## src/rtl/fcmp_pipe.sv

```systemverilog
// Pipelined IEEE-754 compare / branch-resolve unit: classify both operands, then resolve
// the requested predicate with IEEE unordered semantics. Depth is 1 or 2 register stages.
module fcmp_pipe #(
  parameter int EXP_W  = 8,
  parameter int MAN_W  = 23,
  parameter int STAGES = 2,
  parameter int TAG_W  = 5
) (
  input  logic                   clk,
  input  logic                   rstn,
  input  logic                   flush,
  input  logic                   in_valid,
  output logic                   in_ready,
  input  logic [2:0]             in_op,
  input  logic [EXP_W+MAN_W:0]   in_a,
  input  logic [EXP_W+MAN_W:0]   in_b,
  input  logic [TAG_W-1:0]       in_tag,
  output logic                   out_valid,
  input  logic                   out_ready,
  output logic                   out_res,
  output logic                   out_unord,
  output logic [TAG_W-1:0]       out_tag
);

  localparam int W = 1 + EXP_W + MAN_W;

  // Handshake: a transfer happens on a rising edge where valid & ready are both high;
  // valid never waits on ready, and a held result keeps its payload until it transfers.

  logic [EXP_W-1:0] w_exp_a, w_exp_b;
  logic [MAN_W-1:0] w_man_a, w_man_b;
  logic             w_nan_a, w_nan_b, w_zero_a, w_zero_b;
  logic             w_c_unord, w_c_eq_raw, w_c_mag_lt, w_c_sa, w_c_sb;

  assign w_exp_a    = in_a[W-2:MAN_W];
  assign w_exp_b    = in_b[W-2:MAN_W];
  assign w_man_a    = in_a[MAN_W-1:0];
  assign w_man_b    = in_b[MAN_W-1:0];
  assign w_nan_a    = (&w_exp_a) & (|w_man_a);
  assign w_nan_b    = (&w_exp_b) & (|w_man_b);
  assign w_zero_a   = ~|in_a[W-2:0];
  assign w_zero_b   = ~|in_b[W-2:0];
  assign w_c_unord  = w_nan_a | w_nan_b;
  assign w_c_eq_raw = (in_a == in_b) | (w_zero_a & w_zero_b);
  assign w_c_mag_lt = in_a[W-2:0] < in_b[W-2:0];
  assign w_c_sa     = in_a[W-1];
  assign w_c_sb     = in_b[W-1];

  // Sign-magnitude ordering: with both negative, the larger magnitude is the smaller value.
  function automatic logic resolve(input logic [2:0] op, input logic unord,
                                   input logic eq_raw, input logic mag_lt,
                                   input logic sa, input logic sb);
    logic lt;
    logic eq;
    lt = ~unord & ~eq_raw &
         ((sa & ~sb) | (~sa & ~sb & mag_lt) | (sa & sb & ~mag_lt));
    eq = ~unord & eq_raw;
    case (op)
      3'b000:  return eq;
      3'b001:  return ~eq;
      3'b100:  return lt;
      3'b101:  return ~unord & ~lt;
      3'b110:  return lt | eq;
      3'b111:  return ~unord & ~lt & ~eq;
      default: return 1'b0;
    endcase
  endfunction

  generate
    if (STAGES == 2) begin : g_two
      logic                 r_v1, r_unord1, r_eq1, r_lt1, r_sa1, r_sb1;
      logic [2:0]           r_op1;
      logic [TAG_W-1:0]     r_tag1;
      logic                 r_v2, r_res2, r_unord2;
      logic [TAG_W-1:0]     r_tag2;
      logic                 w_adv1, w_adv2;

      assign w_adv2   = ~r_v2 | out_ready;
      assign w_adv1   = ~r_v1 | w_adv2;
      assign in_ready = w_adv1 & ~flush;

      always_ff @(posedge clk or negedge rstn) begin
        if (!rstn) begin
          r_v1     <= 1'b0;
          r_op1    <= '0;
          r_unord1 <= 1'b0;
          r_eq1    <= 1'b0;
          r_lt1    <= 1'b0;
          r_sa1    <= 1'b0;
          r_sb1    <= 1'b0;
          r_tag1   <= '0;
        end else if (flush) begin
          r_v1 <= 1'b0;
        end else if (w_adv1) begin
          r_v1 <= in_valid;
          if (in_valid) begin
            r_op1    <= in_op;
            r_unord1 <= w_c_unord;
            r_eq1    <= w_c_eq_raw;
            r_lt1    <= w_c_mag_lt;
            r_sa1    <= w_c_sa;
            r_sb1    <= w_c_sb;
            r_tag1   <= in_tag;
          end
        end
      end

      always_ff @(posedge clk or negedge rstn) begin
        if (!rstn) begin
          r_v2     <= 1'b0;
          r_res2   <= 1'b0;
          r_unord2 <= 1'b0;
          r_tag2   <= '0;
        end else if (flush) begin
          r_v2 <= 1'b0;
        end else if (w_adv2) begin
          r_v2 <= r_v1;
          if (r_v1) begin
            r_res2   <= resolve(r_op1, r_unord1, r_eq1, r_lt1, r_sa1, r_sb1);
            r_unord2 <= r_unord1;
            r_tag2   <= r_tag1;
          end
        end
      end

      assign out_valid = r_v2;
      assign out_res   = r_res2;
      assign out_unord = r_unord2;
      assign out_tag   = r_tag2;
    end else if (STAGES == 1) begin : g_one
      logic             r_v, r_res, r_unord;
      logic [TAG_W-1:0] r_tag;
      logic             w_adv;

      assign w_adv    = ~r_v | out_ready;
      assign in_ready = w_adv & ~flush;

      always_ff @(posedge clk or negedge rstn) begin
        if (!rstn) begin
          r_v     <= 1'b0;
          r_res   <= 1'b0;
          r_unord <= 1'b0;
          r_tag   <= '0;
        end else if (flush) begin
          r_v <= 1'b0;
        end else if (w_adv) begin
          r_v <= in_valid;
          if (in_valid) begin
            r_res   <= resolve(in_op, w_c_unord, w_c_eq_raw, w_c_mag_lt, w_c_sa, w_c_sb);
            r_unord <= w_c_unord;
            r_tag   <= in_tag;
          end
        end
      end

      assign out_valid = r_v;
      assign out_res   = r_res;
      assign out_unord = r_unord;
      assign out_tag   = r_tag;
    end else begin : g_bad
      $error("fcmp_pipe: STAGES must be 1 or 2");
      assign in_ready  = 1'b0;
      assign out_valid = 1'b0;
      assign out_res   = 1'b0;
      assign out_unord = 1'b0;
      assign out_tag   = '0;
    end
  endgenerate

endmodule

```

## config.mk

```make
export PLATFORM = sky130hd
export DESIGN_NAME = fcmp_pipe
export DESIGN_NICKNAME = d
export VERILOG_FILES = /design/src/rtl/fcmp_pipe.sv
export SDC_FILE = /design/constraint.sdc
export NUM_CORES = 1
export LEC_CHECK = 0
export CAP_MARGIN = 20
export CELL_PAD_IN_SITES_DETAIL_PLACEMENT = 1
export CELL_PAD_IN_SITES_GLOBAL_PLACEMENT = 1
export CORE_UTILIZATION = 28
export CTS_BUF_LIST = sky130_fd_sc_hd__clkbuf_8
export DETAILED_ROUTE_END_ITERATION = 16
export HOLD_SLACK_MARGIN = 0.08
export PLACE_DENSITY = 0.8
export SYNTH_ARGS = -nofsm -noshare
export SYNTH_HDL_FRONTEND = slang
export SYNTH_SLANG_ARGS = --single-unit
```

## constraint.sdc

```tcl
create_clock -name clk -period 1.3 [get_ports clk]
set_input_delay 0.195 -clock clk [delete_from_list [all_inputs] [get_ports clk]]
set_output_delay 0.195 -clock clk [all_outputs]
set_load 0.01 [all_outputs]
```

# Word-level counts from Yosys, hierarchy flattened
# Index checks and enable logic that the tools add are counted.
# word_totals
reg_bits,22
in_bits,77
out_inout_bits,9
# classes
magnitude_cmp,1
n_eq_ne,6
mux,5
bitwise_logic,31
n_reduce_logical,13
# op_table
operator,count
31-bit OR reduction,2
23-bit OR reduction,2
32-bit == test,1
31-bit less-than comparator,1
8-bit AND reduction,2
1-bit AND,14
3-bit == test (second input constant),4
1-bit inverter,10
1-bit bitwise OR,7
1-bit one-hot mux with 6 select lines,1
3-bit AND reduction,2
1-bit 2-to-1 mux,4
2-bit nonzero test,2
3-bit by 1-bit == test with 1-bit output (second input constant),1
3-bit zero test,1
1-bit zero test,2

# Longest topological paths before layout
# logic_depth
word_depth,10
depth_mapped,7
ltp_nobuf,7

# Least setup slack after synthesis
# Ideal clock, no wire load.
# synth_timing
path_type,flip-flop to flip-flop
start,register g_two.r_v2 (netlist: out_valid)
end,register g_two.r_op1[0]
setup_time_ns,0.125
arrival_time_ns,1.397
required_time_ns,1.175
path_slack_ns,-0.222
path_stages_with_launch,7
synth_period_minus_slack_ns,1.522
cell_sequence,dfrtp_1 nor2b_4 a21oi_4 and2_4 buf_6 buf_12 mux2_4
# synth_via
elab_chain_len,4
# synth_lines
element,line_no,source
from (decl),74,"logic r_v2, r_res2, r_unord2;"
from (signal assigned),117,r_v2 <= r_v1;
1-bit inverter,78,assign w_adv2 = ~r_v2 | out_ready;
1-bit bitwise OR,78,
1-bit bitwise OR,79,assign w_adv1 = ~r_v1 | w_adv2;
3-bit AND reduction (no source line),--,
to (signal assigned),97,r_op1 <= in_op;
to (decl),72,logic [2:0] r_op1;
# Every way passes these cells.
# A chain may end at the register's enable or synchronous reset.

# Worst setup path in the final report
# layout_timing
start,input port in_a[1]
end,register g_two.r_lt1
# layout_via
elab_chain_len,1
# layout_lines
element,line_no,source
from (decl),15,"input logic [EXP_W+MAN_W:0] in_a,"
31-bit less-than comparator,45,assign w_c_mag_lt = in_a[W-2:0] < in_b[W-2:0];
to (signal assigned),100,r_lt1 <= w_c_mag_lt;
to (decl),71,"logic r_v1, r_unord1, r_eq1, r_lt1, r_sa1, r_sb1;"
# Every way passes these cells.

==> reports/results.ini <==
[outcome]
status=finished with violations
violations=design-rule violations, negative setup slack

[synth]
synth_area_leaders=dfrtp_1 29%, ha_1 20%, mux2_2 6.4%
synth_top_area_frac=0.286
yosysUniqueCellTypes=36
syn_area_sq_um=1930
synthesis.instances=210
synthArstFlopShare=1.00
synth_nets=318
synth_edf_count=0
yosysSeqAreaShare=0.286
synthTopCellsByCount=31 x ha_1, 31 x inv_1, 22 x dfrtp_1
synth_seq_cells=22
ys.flop_type=dfrtp_1
yosys.area.top_type=dfrtp_1
yosysWarnings=0
syn_area_per_cell_sq_um=9.18

[timing]
slew_viol_final=0
hold_viol=0
clock.fmax_mhz=691
post-route-min-period_ns=1.45
clock_skew_ns=0.00555
rsz0062_at_grt=yes
whs_ns=0.301
worst_slew_pin_slew_ns=0.359
period_share=1.11
fin_ws_ns=-0.147
slew_headroom=0.760
setup_viol=16

[clock_network]
insertion_delay_ns=0.26
cts_max_level=1
cts_hold_buf=0
root_buffer=clkbuf_8
cts_buffer_depth=2
clkSinkCount=22
numCtsBuffers=3
clk_pin_slew_ns=0.07
cts_tree=built

[detailed_routing]
drc=2
wl_per_cell_um=18.8
drt-total-wl_mm=7.95
drt_iter0_drc=39
antenna_left=0
vias_per_cell=5.25
vias=2214
drtPass1Iterations=12

[worst_setup_path]
crit_arrival_ns=1.63
rrSetupSlack_ns=-0.06
slowest_delay_ns=0.32
crit_type=input pin to flip-flop
required_ns=1.49
r2r_start=out_valid
crit_slowest_cell=o31ai_2
r2r-end=g_two.r_tag1[4]
reg2reg_depth=4
path_max_fanout=2
start_kind=input pin
endpoint_kind=flip-flop
crit_chain=clkdlybuf4s15_1 -> ha_4 -> nand3b_1 -> a21oi_1 -> o31ai_2 -> nand3_2 -> a21oi_2

[place]
hpwl_mm=5.57
gp_congestion=0.796
place.port_buffers=85
post-place-ws_ns=-0.699
place_area_sq_um=3140

[grt]
grt_pass1_wl_mm=11.7
grt_max_degree=23
grt_usage=0.204
grt_overflow_total=0
grt_pass1_vias=2455
antenna_found_initial=0

[layout]
final_layout_size_suffix_gt1_frac=0.562
nNetsFinal=455
nFillCells=756
areaGrowthSynthToFinish_pct=86.2
diodes=0
design_area_sq_um=3590

[power]
p_leak_nw=1.62
peakVddDrop_mv=0.356
power_density_nw_per_um2=705

[floorplan]
fp.dieH_um=85.0
coreArea_sq_um=6490
rows=29
die_x_um=85.0
die_area_sq_um=7220
floorplan.initialDensity=0.297
ios=86

[flow_run]
cap_violations=0

[hold_path]
worst_hold_path_type=input pin to asynchronous set/reset pin

critical path, delay by kind of cell:
kind / cells / cell delay (ns)
AO/OA/AOI/OAI: 3 / 0.59
AND/OR/NAND/NOR: 2 / 0.26
adder cells (fa/ha/maj): 1 / 0.31
buffers and inverters: 1 / 0.28
cell usage in the layout, fill, tap and decap left out, types with 3 or more instances in the layout:
cell | synthesis | routed
nand2_1 | 9 | 9
nor2_1 | 15 | 11
nor3_1 | 4 | 3
ha_2 | 0 | 3
ha_1 | 31 | 5
inv_2 | 0 | 22
nand3_1 | 6 | 3
a21oi_2 | 0 | 5
nand4_1 | 13 | 13
clkbuf_2 | 0 | 27
nor2_2 | 0 | 4
a31oi_1 | 3 | 3
nor4_2 | 0 | 4
nand3_2 | 0 | 3
buf_6 | 1 | 13
buf_4 | 0 | 46
clkbuf_8 | 0 | 3
dlygate4sd2_1 | 0 | 24
ha_4 | 0 | 23
nor4_4 | 0 | 3
mux2_4 | 5 | 10
dfrtp_1 | 22 | 22
clkdlybuf4s50_1 | 0 | 13
a21oi_1 | 12 | 7
mux2_2 | 11 | 6
buf_2 | 0 | 4
o21ai_1 | 0 | 3
clkdlybuf4s15_1 | 0 | 3
inv_1 | 31 | 8
and2_4 | 1 | 3
nor4_1 | 16 | 9
where the power goes:
group	total (mW)	switching, mW	internal, mW
Clock	0.406	0.200	0.206
Sequential	0.902	0.0885	0.813
Combinational	1.22	0.529	0.693
repair_timing:
action | in CTS | in global routing
pin swaps | 36 | 33
gates resized for setup | 149 | 139
setup buffers | 3 | 5
endpoints found under the setup margin | 27 | 19
cloned | 1 | 0
metrics by stage:
| step | std cells | setup TNS, ns | utilization | power [mW] |
|---|---|---|---|---|
| global route | 422 | -1.60 | 0.553 | 2.69 |
| detailed placement | 410 | -7.71 | 0.484 | 1.96 |
| global placement | 410 | -6.71 | 0.484 | 1.91 |
| CTS | 417 | -1.04 | 0.541 | 2.45 |
| finish | 422 | -0.721 | 0.553 | 2.53 |
| floorplan | 210 | -2.32 | - | 1.31 |
kinds of logic (layout without fill, tap and decap cells):
kind of cell | Yosys count | in the layout | synth area share
compound gates | 31 | 31 | 0.105
xor+xnor | 2 | 2 | 0.00909
fa+ha+maj | 31 | 31 | 0.201
buf+inv | 33 | 167 | 0.0766
flops | 22 | 22 | 0.286
mux | 17 | 17 | 0.108
simple gates | 74 | 75 | 0.214
worst max path at each step:
stage,startpoint,end,slack (ns),depth (start not counted)
finish,in_a[1],g_two.r_lt1,-0.15,7
global route,in_a[18],g_two.r_lt1,-0.16,7
CTS,out_valid,g_two.r_tag1[4],-0.1,4
detailed placement,in_b[14],g_two.r_lt1,-0.70,8
global placement,in_b[14],g_two.r_lt1,-0.60,8
floorplan,out_valid,g_two.r_op1[0],-0.20,6
state kept, by name (all words and copies together), names as in the netlist:
register,flops
g_two.r_eq1,1
out_valid,1
out_unord,1
g_two.r_op1,3
out_res,1
g_two.r_tag1,5
g_two.r_v1,1
g_two.r_unord1,1
g_two.r_sa1,1
g_two.r_sb1,1
out_tag,5
g_two.r_lt1,1
cell type report:
cell class / count / area, sq um / share of cell area
Sequential cell: 22 / 551 / 0.153
Clock buffer: 3 / 41.3 / 0.0115
Multi-Input combinational cell: 156 / 1730 / 0.481
Tap cell: 77 / 96.3 / 0.0268
Inverter: 31 / 119 / 0.0331
Timing Repair Buffer: 133 / 1060 / 0.295
layer usage:
| layer | GRT usage | share of wire | vias up |
|---|---|---|---|
| met4 | 0.0401 | 0.030 | 0 |
| li1 | - | - | 1041 |
| met5 | 0 | 0 | - |
| met2 | 0.405 | 0.54 | 68 |
| met3 | 0.0272 | 0.038 | 20 |
| met1 | 0.230 | 0.39 | 1085 |
No activity file was read; power rests on OpenSTA's default activity.
